--- src/rtl/light_sched.sv ---
// light_sched: round-robin scheduler sharing the green/yellow/red light inputs between consoles.
// Ports: clock/reset_n (sync, active-low); req, color_req, dur_req per console; cheat_in override;
//        grant/done one-hot per console; aborted pulse; active_id; green/yellow/red; busy.
// Optional feature: define LIGHT_SCHED_OVERRIDE_EN to let cheat_in force red (OVR state).
module light_sched #(
    parameter int NREQ = 2,
    parameter int DW   = 6,
    parameter int GAP  = 1
) (
    input  logic               clock,
    input  logic               reset_n,
    input  logic [NREQ-1:0]    req,
    input  logic [2*NREQ-1:0]  color_req,
    input  logic [DW*NREQ-1:0] dur_req,
    input  logic               cheat_in,
    output logic [NREQ-1:0]    grant,
    output logic [NREQ-1:0]    done,
    output logic               aborted,
    output logic [1:0]         active_id,
    output logic               green,
    output logic               yellow,
    output logic               red,
    output logic               busy
);
`ifdef LIGHT_SCHED_OVERRIDE_EN
    typedef enum logic [1:0] {S_IDLE, S_HOLD, S_GAP, S_OVR} state_t;
`else
    typedef enum logic [1:0] {S_IDLE, S_HOLD, S_GAP} state_t;
    logic unused_cheat;
    assign unused_cheat = cheat_in;
`endif
    state_t          state_q, state_d;
    logic [1:0]      rr_q, rr_d, id_q, id_d, col_q, col_d, nxt;
    logic [DW-1:0]   cnt_q, cnt_d, dur;
    logic [3:0]      gcnt_q, gcnt_d;
    logic [NREQ-1:0] grant_q, grant_d, done_q, done_d, one;
    logic [2:0]      lights_q, lights_d;
    logic            aborted_q, aborted_d, busy_q, busy_d, found;
    int              sel, idx;

    assign one = NREQ'(1);

    always_comb begin
        found = 1'b0;
        sel = 0;
        idx = 0;
        // first requester at or after the round-robin pointer, wrapping
        for (int k = 0; k < NREQ; k++) begin
            idx = int'(rr_q) + k;
            if (idx >= NREQ) idx = idx - NREQ;
            if (!found && 1'(req >> idx)) begin
                found = 1'b1;
                sel = idx;
            end
        end
        dur = DW'(dur_req >> (DW * sel));
        nxt = (id_q == 2'(NREQ - 1)) ? 2'd0 : id_q + 2'd1;
        state_d = state_q;
        rr_d = rr_q;
        id_d = id_q;
        col_d = col_q;
        cnt_d = cnt_q;
        gcnt_d = gcnt_q;
        done_d = '0;
        aborted_d = 1'b0;
        case (state_q)
            S_IDLE: if (found) begin
                state_d = S_HOLD;
                id_d = 2'(sel);
                col_d = 2'(color_req >> (2 * sel));
                cnt_d = (dur == '0) ? DW'(1) : dur;
            end
            S_HOLD: if (cnt_q == DW'(1)) begin
                state_d = S_GAP;
                gcnt_d = 4'(GAP);
                done_d = one << id_q;
                rr_d = nxt;
            end else begin
                cnt_d = cnt_q - DW'(1);
            end
            S_GAP: if (gcnt_q == 4'd1) state_d = S_IDLE;
                   else gcnt_d = gcnt_q - 4'd1;
`ifdef LIGHT_SCHED_OVERRIDE_EN
            S_OVR: if (!cheat_in) begin
                state_d = S_GAP;
                gcnt_d = 4'(GAP);
            end
`endif
            default: state_d = S_IDLE;
        endcase
`ifdef LIGHT_SCHED_OVERRIDE_EN
        // override wins over a same-cycle grant; an interrupted owner is released and skipped
        if (cheat_in) begin
            state_d = S_OVR;
            id_d = id_q;
            if (state_q == S_HOLD) begin
                done_d = one << id_q;
                aborted_d = 1'b1;
                rr_d = nxt;
            end
        end
`endif
        grant_d = (state_d == S_HOLD) ? one << id_d : '0;
        lights_d = (state_d != S_HOLD || col_d == 2'b00) ? 3'b000 : 3'b001 << (col_d - 2'd1);
`ifdef LIGHT_SCHED_OVERRIDE_EN
        if (state_d == S_OVR) lights_d = 3'b100;
`endif
        busy_d = (state_d != S_IDLE);
    end

    always_ff @(posedge clock) begin
        if (!reset_n) begin
            state_q   <= S_IDLE;
            rr_q      <= '0;
            id_q      <= '0;
            col_q     <= '0;
            cnt_q     <= '0;
            gcnt_q    <= '0;
            grant_q   <= '0;
            done_q    <= '0;
            aborted_q <= 1'b0;
            lights_q  <= '0;
            busy_q    <= 1'b0;
        end else begin
            state_q   <= state_d;
            rr_q      <= rr_d;
            id_q      <= id_d;
            col_q     <= col_d;
            cnt_q     <= cnt_d;
            gcnt_q    <= gcnt_d;
            grant_q   <= grant_d;
            done_q    <= done_d;
            aborted_q <= aborted_d;
            lights_q  <= lights_d;
            busy_q    <= busy_d;
        end
    end

    assign grant     = grant_q;
    assign done      = done_q;
    assign aborted   = aborted_q;
    assign active_id = id_q;
    assign {red, yellow, green} = lights_q;
    assign busy      = busy_q;
endmodule

--- config.mk ---
export PLATFORM = sky130hd
export DESIGN_NAME = light_sched
export DESIGN_NICKNAME = d
export VERILOG_FILES = /design/src/rtl/light_sched.sv
export SDC_FILE = /design/constraint.sdc
export NUM_CORES = 1
export LEC_CHECK = 0
export ABC_AREA = 1
export ABC_CLOCK_PERIOD_IN_PS = 4460
export CORE_ASPECT_RATIO = 1.25
export CORE_MARGIN = 1.5
export CORE_UTILIZATION = 50
export DETAILED_ROUTE_END_ITERATION = 16
export GPL_TIMING_DRIVEN = 0
export PLACE_DENSITY_LB_ADDON = 0.12
export SLEW_MARGIN = 15
export SYNTH_ARGS = -nofsm -noshare
export SYNTH_HDL_FRONTEND = slang
export SYNTH_SLANG_ARGS = --single-unit
--- constraint.sdc ---
create_clock -name clock -period 4.46 [get_ports clock]
set_input_delay 0.892 -clock clock [delete_from_list [all_inputs] [get_ports clock]]
set_output_delay 0.892 -clock clock [all_outputs]
set_load 0.01 [all_outputs]
* After elaboration in Yosys (flattened, before gate mapping)
Cells that the tools add are included.
** Operators by class
- $add $sub $neg :: 7
- Multipliers :: 1
- Magnitude comparators :: 2
- Eq/ne operators :: 11
- Shift operators :: 7
- Multiplexer cells :: 22
- Bitwise operators :: 1
- Reductions and logical operators :: 15
** Operators by type and width (number)
- $mux 32 :: 4
- $shr 2x32->1 :: 2
- $mul 3x32->31 const A :: 1
- $shr 12x32->6 :: 1
- $shr 4x32->2 :: 1
- $mux 6 :: 3
- $mux 2 :: 8
- $pmux 6 s2 :: 1
- $reduce_and 3->1 :: 3
- $mux 4 :: 2
- $ne 2x2->1 const B :: 4
- $pmux 4 s2 :: 1
- $eq 2x1->1 const B :: 3
- $eq 6x1->1 const B :: 1
- $logic_not 6->1 :: 1
- $pmux 2 s3 :: 1
- $reduce_bool 2->1 :: 3
- $sub 6x1->6 const B :: 1
- $eq 4x1->1 const B :: 1
- $logic_not 2->1 :: 2
- $reduce_and 2->1 :: 2
- $shl 1x2->2 const A :: 2
- $sub 3x2->4 const B :: 1
- $sub 4x1->4 const B :: 1
- 15 further kinds :: 16
** Word-level totals
- Bits in registers :: 26
- Input port bits :: 21
- Output and inout bits :: 11
- Word-level logic and storage cells :: 76

* Logic depth before layout (Yosys ltp)
- Depth in word-level cells :: 13
- Mapped depth :: 21
- Depth with buffers taken out :: 20

* Least setup slack after synthesis
No wires, ideal clock.
- Kind :: input port to flip-flop
- Start point :: in req[1]
- End point :: reg cnt_q[0]
- Library setup time :: 0.066 ns
- Data arrival time :: 2.233 ns
- Required time :: 4.394 ns
- Setup slack :: 2.161 ns
- Cell stages on the path :: 14
- Buffers on the path :: 2
- Path through :: inv_2 > a21oi_4 > buf_6 > ha_1 > buf_2 > inv_1 > nand3_1 > nand3_2 > nand2_1 > nor2_1 > nand2_1 > nand2_1 > nand2_1 > a21oi_2
** Between the ends
- Cells in the longest elaborated chain, start to end :: 11
- Elaborated cells on any way between the ends :: 16
- Those cells by class :: mul (1); eq/ne (1); shift (3); mux (7); reduce/logical (4)
** Ends and longest elaborated chain
- start, declared :: line 12 : input logic [NREQ-1:0] req,
- $shr 2x32->1 :: line 51 : if (!found && 1'(req >> idx)) begin
- $mux 1 :: line 51
- $logic_not 1->1 :: line 51
- $logic_and 1x1->1 :: line 51
- $mux 32 :: line 51
- $mul 3x32->31 :: line 56 : dur = DW'(dur_req >> (DW * sel));
- $shr 12x32->6 :: line 56
- $logic_not 6->1 :: line 71 : cnt_d = (dur == '0) ? DW'(1) : dur;
- $mux 6 :: line 71
- $mux 6 :: line 67 : S_IDLE: if (found) begin
- $pmux 6 s2 :: line 66 : case (state_q)
- end signal, assigned :: line 129 : cnt_q <= cnt_d;
- end, declared :: line 34 : logic [DW-1:0] cnt_q, cnt_d, dur;
Parallel ways exist; a longest one is shown, timed or not. The select of a mux whose other input is x is not followed.
A chain may end at the register's enable or synchronous reset.

* Worst setup path after layout
- Start point :: in req[0]
- End point :: reg cnt_q[0]
Same word-level chain as after synthesis.

==> impl_results.md <==
* Status: complete, no violations
* Gr ovfl total at 0
* Max-cap violations at 0
* Clk sinks at 26
* Yosys reg bits at 26
* Worst r2r src: rr_q[0]
* Register-to-Register Path Depth at 14
* Setup repair bufs after CTS at 0
* Final Skew at 3.194 ps
* Fin Setup TNS at 0 ps
* Worst setup SP type: primary input
* Via count at 1629
* Vias in the first global route at 1429
* Std-Cell Core Area at 0.003223 mm^2
* Ports at 32
* Met2 GRT Util at 0.3869
* Sequential share of the synthesized area at 0.3081
* Met1 usage at 0.2290
* Synth warnings at 0
* Initial core utilization at 0.5241
* Critical path endpoint category: flip-flop
* Drt wl/cell at 11.18 um
* Final period util at 0.6384
* Pleak at 0.9700 nW
* Mapped Avg Cell Area at 6.866 um^2
* Die area at 0.003738 mm^2
* Share of layout cells above drive strength 1 at 0.1088
* Root buffer cell: clkbuf_8
* Period minus WS final at 2847 ps
* Antenna viol nets, final at 0
* DIE HEIGHT at 67.99 um
* Commonest non-fill, non-tap cell in the layout: nand2_1
* CP Max Fanout at 10
* Worst-Skew Late Latency at 270 ps
* Largest cells by area after synthesis: dfxtp_1, nand3_1, nand2_1
* Hold endpoint: done[0]
* Hpwl dp at 2850 um
* Worst-path clk slew at 90 ps
* R2r setup slk at 2390 ps
* Crit Path Category: in2reg
* Number of diodes at 0
* Fmax at 0.3512 GHz
* Fin util at 0.6576
* Min-delay src: active_id[1]
* Synth cell types at 36
* Cell count after synthesis at 246
* Routed vias/inst at 5.059
* Final Power at 0.0007858 W
* Final #Nets at 318
* Drt first pass iters at 4
* Commonest cells after routing, fill and taps aside: nand2_1, nand3_1, nor2_1, clkdlybuf4s50_1, inv_1
* Placer Congestion at 0.7829
* EDFF count, synth at 0
* PwrDens at 370.8 mW/mm^2
* Synth top area share at 0.3081
* Final Hold Vio Count at 0
* Reg-to-reg endpoint: cnt_q[0]
* H-tree depth at 1
* Residual DRC at 0
* Hold_buf cts at 0
* RSZ-0062 raised after global routing: false
* Row Count at 23
* Die W at 54.99 um
* FFs w/ async S/R, synth at 0
* Worst VDD drop at 0.2819 mV
* Required time of the worst setup path at 4670 ps
* Final wirelength at 3599 um
* Largest net degree at the start of global routing at 16
* Yosys top cell by area: dfxtp_1
* Layout area overhead at 25.48%
* TritonCTS Buffers at 3
* Most used DFF post-synth: dfxtp_1
* First-pass GRT wire length at 5713 um
* CTS tree: built
* Drt first-iter violations at 35
* Crit path DAT at 3060 ps
* All-Layer GR Usage at 0.2048
* Initial antenna violation count at 0
* GRT met3 Usage at 0.01747
* Final setup fails at 0
* Hold Path Depth at 1
* Post-Synthesis Cell Area at 0.001689 mm^2
* Number of port buffers at 29
* Clk buf depth at 2
* Post-CTS Resized at 0
* HP Class: reg2reg
* Max-slew violations at 0
* Most used routing layer: met2
## power breakdown
group	internal, W	leakage, nW	total (W)	switching [W]
sequential	0.000264	0.212	0.000286	0.0000218
combinational	0.000125	0.722	0.000308	0.000183
clock	0.000120	0.0357	0.000192	0.0000720
total	0.000509	0.970	0.000786	0.000276
## area by class of cell
cell class / count / area, um^2
buffer: 6 / 53.80
inverter: 32 / 120.1
multi-input combinational: 188 / 1017
clock buffer: 3 / 41.29
timing repair buffer: 29 / 290.3
sequential: 26 / 520.5
clock inverter: 1 / 30.03
fill: 296 / 1104
tap: 37 / 46.29
## flip-flops by register name, indices dropped and copies added (netlist names)
name / cells
active_id: 2
busy: 1
cnt_q: 6
col_q: 2
done: 2
gcnt_q: 4
grant: 2
lights_q: 3
rr_q: 2
state_q: 2
## Yosys cell counts (2+ instances only)
master / instances
inv_1: 27
nand3_1: 35
o21ai_0: 10
conb_1: 2
nor2_1: 32
nand2_1: 45
a21oi_1: 14
a21oi_2: 2
xor2_1: 2
nor3_1: 4
nand3_2: 3
dfxtp_1: 26
inv_2: 5
buf_6: 2
ha_1: 10
nand2_2: 7
## worst max-delay path, stage by stage
cell	delay, ps
clkdlybuf4s50_1	570
a21oi_4	100
buf_6	150
ha_1	260
buf_2	170
inv_1	210
nand3_1	160
nand3_2	110
nand2_1	60
nor2_1	100
nand2_1	60
nand2_1	50
nand2_1	50
a21oi_2	110
## metal layers
| metal | share of wire | wire length [um] |
|---|---|---|
| met1 | 0.43 | 1553 |
| met2 | 0.51 | 1836 |
| met3 | 0.039 | 140 |
| met4 | 0.019 | 68 |
| met5 | 0 | 0 |
## how the worst max path moves through the flow
stage,startpoint,to,slack (ps),cells after the start
6_report,req[0],cnt_q[0],1610,14
2_1_floorplan,req[1],cnt_q[0],2160,14
3_5_place_dp,req[0],cnt_q[0],1330,14
3_3_place_gp,req[0],cnt_q[0],1330,14
5_1_grt,req[0],cnt_q[0],1450,14
4_1_cts,req[0],cnt_q[0],1600,14
## through the flow
step           instances  setup WS [ps]  area (um^2)  hold slack, ps
4_1_cts              322           1596         2120           480.4
6_report             322           1613         2120           475.4
2_1_floorplan        252           2161         1712           452.2
3_5_place_dp         318           1328         2048           457.1
3_3_place_gp         318           1333         2048           448.4
5_1_grt              322           1446         2120           512.1
## cells by family after synthesis
family | count (synthesis) | synth area share
compound gates | 35 | 0.1252
flops | 26 | 0.3081
fa+ha+maj | 11 | 0.08593
mux | 1 | 0.005926
xor+xnor | 2 | 0.01037
buf+inv | 38 | 0.1030
other cells | 2 | 0.004446
simple gates | 131 | 0.3570
Power figures use the tool's default switching activity.
